==> config.mk <==
export PLATFORM = sky130hd
export DESIGN_NAME = jzjpcc_decode_execute_reg
export DESIGN_NICKNAME = d
export VERILOG_FILES = /design/src/rtl/jzjpcc_decode_execute_reg.sv
export SDC_FILE = /design/constraint.sdc
export NUM_CORES = 1
export LEC_CHECK = 0
export ABC_AREA = 1
export CORE_ASPECT_RATIO = 0.8
export CORE_MARGIN = 2
export CORE_UTILIZATION = 38
export CTS_BUF_LIST = sky130_fd_sc_hd__clkbuf_4 sky130_fd_sc_hd__clkbuf_8 sky130_fd_sc_hd__clkbuf_16
export DETAILED_ROUTE_END_ITERATION = 7
export PLACE_DENSITY = 0.8
export SYNTH_ARGS = -nofsm -noshare
export SYNTH_HDL_FRONTEND = slang
export SYNTH_SLANG_ARGS = --single-unit
==> constraint.sdc <==
create_clock -name i_clock -period 1.02 [get_ports i_clock]
set_input_delay 0.204 -clock i_clock [delete_from_list [all_inputs] [get_ports i_clock]]
set_output_delay 0.204 -clock i_clock [all_outputs]
set_load 0.1 [all_outputs]
==> src/rtl/jzjpcc_decode_execute_reg.sv <==
// Decode-to-execute pipeline register with stall/flush and optional operand forwarding.
// Optional feature macro: JZJPCC_DX_FORWARDING_EN (retiring result forwarded into rs1/rs2).
module jzjpcc_decode_execute_reg #(
  parameter int PC_MAX_B = 31
) (
  input  logic                  i_clock,
  input  logic                  i_reset,
  input  logic                  i_stall,
  input  logic                  i_flush,
  input  logic                  i_decodeValid,
  input  logic [1:0]            i_decodeAluMuxMode,
  input  logic [31:0]           i_decodeRs1,
  input  logic [31:0]           i_decodeRs2,
  input  logic [4:0]            i_decodeRs1Addr,
  input  logic [4:0]            i_decodeRs2Addr,
  input  logic [31:0]           i_decodeImmediate,
  input  logic [PC_MAX_B:2]     i_decodePC,
  input  logic [4:0]            i_decodeRdAddr,
  input  logic                  i_decodeRdWrite,
  input  logic                  i_fwdWrite,
  input  logic [4:0]            i_fwdAddr,
  input  logic [31:0]           i_fwdData,
  output logic                  o_exValid,
  output logic [1:0]            o_exAluMuxMode,
  output logic [31:0]           o_exRs1,
  output logic [31:0]           o_exRs2,
  output logic [31:0]           o_exImmediate,
  output logic [31:0]           o_exCurrentPC,
  output logic [4:0]            o_exRdAddr,
  output logic                  o_exRdWrite
);

  logic                r_valid;
  logic [1:0]          r_mode;
  logic [31:0]         r_rs1;
  logic [31:0]         r_rs2;
  logic [4:0]          r_rs1_addr;
  logic [4:0]          r_rs2_addr;
  logic [31:0]         r_imm;
  logic [PC_MAX_B:2]   r_pc;
  logic [4:0]          r_rd_addr;
  logic                r_rd_write;

  logic [31:0]         w_rs1_cap;
  logic [31:0]         w_rs2_cap;
  logic [31:0]         w_rs1_hold;
  logic [31:0]         w_rs2_hold;

`ifdef JZJPCC_DX_FORWARDING_EN
  logic w_fwd_live;
  assign w_fwd_live = i_fwdWrite && (i_fwdAddr != 5'd0);

  assign w_rs1_cap  = (w_fwd_live && (i_fwdAddr == i_decodeRs1Addr)) ? i_fwdData : i_decodeRs1;
  assign w_rs2_cap  = (w_fwd_live && (i_fwdAddr == i_decodeRs2Addr)) ? i_fwdData : i_decodeRs2;
  // While stalled, a result retiring behind us must still reach the held operands.
  assign w_rs1_hold = (w_fwd_live && (i_fwdAddr == r_rs1_addr)) ? i_fwdData : r_rs1;
  assign w_rs2_hold = (w_fwd_live && (i_fwdAddr == r_rs2_addr)) ? i_fwdData : r_rs2;
`else
  logic w_unused_fwd;
  assign w_rs1_cap    = i_decodeRs1;
  assign w_rs2_cap    = i_decodeRs2;
  assign w_rs1_hold   = r_rs1;
  assign w_rs2_hold   = r_rs2;
  assign w_unused_fwd = ^{i_fwdWrite, i_fwdAddr, i_fwdData, r_rs1_addr, r_rs2_addr};
`endif

  always_ff @(posedge i_clock) begin
    if (!i_reset) begin
      r_valid    <= 1'b0;
      r_mode     <= 2'b00;
      r_rs1      <= 32'h0;
      r_rs2      <= 32'h0;
      r_rs1_addr <= 5'd0;
      r_rs2_addr <= 5'd0;
      r_imm      <= 32'h0;
      r_pc       <= '0;
      r_rd_addr  <= 5'd0;
      r_rd_write <= 1'b0;
    end else if (i_flush) begin
      r_valid    <= 1'b0;
      r_rd_write <= 1'b0;
    end else if (i_stall) begin
      r_rs1      <= w_rs1_hold;
      r_rs2      <= w_rs2_hold;
    end else begin
      r_valid    <= i_decodeValid;
      r_mode     <= i_decodeAluMuxMode;
      r_rs1      <= w_rs1_cap;
      r_rs2      <= w_rs2_cap;
      r_rs1_addr <= i_decodeRs1Addr;
      r_rs2_addr <= i_decodeRs2Addr;
      r_imm      <= i_decodeImmediate;
      r_pc       <= i_decodePC;
      r_rd_addr  <= i_decodeRdAddr;
      r_rd_write <= i_decodeRdWrite && i_decodeValid;
    end
  end

  assign o_exValid      = r_valid;
  assign o_exAluMuxMode = r_mode;
  assign o_exRs1        = r_rs1;
  assign o_exRs2        = r_rs2;
  assign o_exImmediate  = r_imm;
  assign o_exCurrentPC  = 32'({r_pc, 2'b00});
  assign o_exRdAddr     = r_rd_addr;
  assign o_exRdWrite    = r_rd_write;

endmodule

==> run_results.csv <==
group,metric,value,unit
run_status,outcome,"finished with violations",
run_status,violations,"setup timing",
job,drv_cap,0,
global_route,grt_pass1_vias,5475,
finish,num_antenna_cells,0,
drt,drcViolationCount,0,
clock_network,cts-root-buf,"clkbuf_16",
worst_setup_path,slowest_stage,"dfxtp_2",
clock_network,clock_path_buffers,2,
synthesis,ys_seq_area_share,48.1,%
finish,fillCellCount,978,
global_route,antenna_found_initial,0,
worst_setup_path,slowest_delay,0.36,ns
worst_setup_path,path_class,"reg -> out",
floorplanning,dieArea,0.0158,mm2
timing,clock.fmax,863,MHz
synthesis,netlist_instances,857,
timing,finalCritPeriodShare,114,%
power_and_ir_drop,ir_drop,1.34,mV
synthesis,syn_avg_cell_area,6.55,um2
floorplanning,die_h,113,um
worst_setup_path,crit_start,"r_pc[9]$_SDFFE_PN0P_",
worst_setup_path,endpoint_kind,"primary output",
placed_design,preCtsSetupSlack,-0.564,ns
synthesis,ys_seq_elements,135,
drt,drt_first_pass_iters,6,
synthesis,yosys_warnings,0,
placed_design,gp_congestion,0.774,
floorplanning,boundaryPins,324,
synthesis,synth_area,0.00562,mm2
finish,post-route-cell-area,0.0108,mm2
timing,fin_crit,1.16,ns
global_route,grt_pass1_wl,26300,um
drt,antenna_left,0,
worst_setup_path,worst_setup_path_start_kind,"flip-flop",
worst_setup_path,r2r_start,"r_pc[4]$_SDFFE_PN0P_",
power_and_ir_drop,leakage,5.17,nW
clock_network,postCtsHoldBufs,0,
timing,fin_worst_hold_slack,0.0702,ns
worst_setup_path,worstPathArrival,0.96,ns
timing,maxSlewViolCount,0,
global_route,grt-ovfl-total,0,
clock_network,cts_sinks,135,
clock_network,numCtsBuffers,17,
worst_hold_path,min-delay-start,"i_stall",
placed_design,io_buffer_count,273,
drt,vias,5666,
clock_network,h-tree-depth,4,
floorplanning,initial_core_util,39.2,%
clock_network,cts_tree,"done",
placed_design,dpl.hpwl,12300,um
global_route,grt_max_degree,57,
drt,wl,16500,um
drt,via_per_inst,4.25,
worst_hold_path,worstHoldPathType,"in -> reg",
global_route,grt_use_total,21.0,%
timing,fin_ws,-0.139,ns
power_and_ir_drop,power.density,1640,mW/mm2
finish,area_growth,91.4,%
worst_setup_path,worstPathRequired,0.82,ns
drt,wl_per_cell,12.4,um
synthesis,synth_cell_types,13,
worst_setup_path,crit_fanout,2,
clock_network,clk_latency,0.41,ns
floorplanning,rows,39,
finish,nets,1323,
drt,drt_first_iter_violations,236,
timing,rsz0062_at_grt,"yes",
timing,setup_viol,135,
worst_setup_path,worst-path-buf-inv,1,
floorplanning,fp.dieW,140,um
floorplanning,core_area,0.0143,mm2
timing,finalHoldViolCount,0,
clock_network,clkTransAtPathRegs,0.06,ns
finish,drive_above_1_share,29.3,%
worst_setup_path,path_delay_family,"flip-flops",
placed_design,placed_cell_area,0.0101,mm2
timing,skew,0,ns
worst_setup_path,path_cells,"buf_12",
## synth_stat cells
cell type    n  area, um2
a21oi_1      2       10.0
buf_1        6       22.5
buf_2       10       50.1
buf_4       10       75.1
buf_6       19        214
clkbuf_1     1       3.75
conb_1       1       3.75
dfxtp_1    135       2700
inv_1      135        507
nand2_1    270       1010
nand3_1      1       5.00
nor2_1     266        998
nor2_4       1       11.3
## sequential cells by signal, indices dropped and copies added, names as in the netlist
| register | cells |
|---|---|
| o_exRs2 | 32 |
| o_exRs1 | 32 |
| o_exAluMuxMode | 2 |
| o_exRdAddr | 5 |
| r_pc | 30 |
| o_exImmediate | 32 |
| o_exValid | 1 |
| o_exRdWrite | 1 |
## layout make-up
class | count | area (um2) | share of cell area [%]
Clock buffer | 19 | 447 | 4.15
Tap cell | 184 | 230 | 2.14
Sequential cell | 135 | 2890 | 26.9
Multi-Input combinational cell | 542 | 2050 | 19.0
Inverter | 135 | 507 | 4.71
Timing Repair Buffer | 305 | 4510 | 41.9
Clock inverter | 13 | 124 | 1.15
## report_power, final
group          leakage, nW  internal [mW]  switching (mW)
combinational         3.74           2.22            3.48
sequential            1.16           5.70           0.367
clock                0.262           3.46            2.41
total                 5.17           11.4            6.25
## cell usage in the layout, fill, tap and decap left out
cell	instances
a21oi_1	2
nand2_1	270
clkbuf_8	1
clkinv_4	2
clkinv_2	1
clkdlybuf4s50_1	135
inv_1	135
buf_16	2
buf_4	18
clkbuf_2	1
clkbuf_4	1
nor2_1	266
dfxtp_2	128
inv_6	3
clkinvlp_4	6
dlygate4sd2_1	1
bufinv_16	1
buf_6	1
conb_1	2
nand3_1	1
clkbuf_16	17
dfxtp_4	7
nor2_4	1
buf_12	147
## metrics by stage
step	instances	TNS (ns)	total power, mW	util (%)
3_5_place_dp	1292	-67.68	11.8	70.1
3_3_place_gp	1292	-64.80	11.8	70.1
6_report	1333	-16.68	17.6	74.9
2_1_floorplan	858	0	9.46	-
5_1_grt	1333	-21.36	18.3	74.9
4_1_cts	1331	-19.74	17.8	74.8
## path summary, 6_finish.rpt
kind	end	cells past startpoint	slack, ns
worst max register to register	r_pc[4]$_SDFFE_PN0P_	3	0.28
worst min register to register	o_exValid$_SDFFE_PP0N_	2	0.49
worst min-delay path	o_exValid$_SDFFE_PP0N_	3	0.07
worst max-delay path	o_exCurrentPC[9]	1	-0.14
## routing by layer
metal,vias up,track usage [%],routed length [um]
met5,-,0,0
met4,0,9.07,431
met1,2481,22.6,6420
li1,2970,-,-
met2,184,37.8,8520
met3,31,6.86,1170
## repair_timing
item,CTS,global route
gates cloned,2,0
setup buffers,5,2
endpoints found under the hold margin,0,0
setup endpoints to repair,264,143
gates resized for setup,3,11
pin swaps,1,1
## kinds of logic (layout without fill, tap and decap cells)
kind of cell,after synthesis,after routing,share of synthesized area (%)
flops,135,135,48.1
compound gates,2,2,0.178
buf+inv,181,472,15.5
simple gates,538,538,36.1
other cells,1,2,0.0668
No activity file was read; power rests on OpenSTA's default activity.
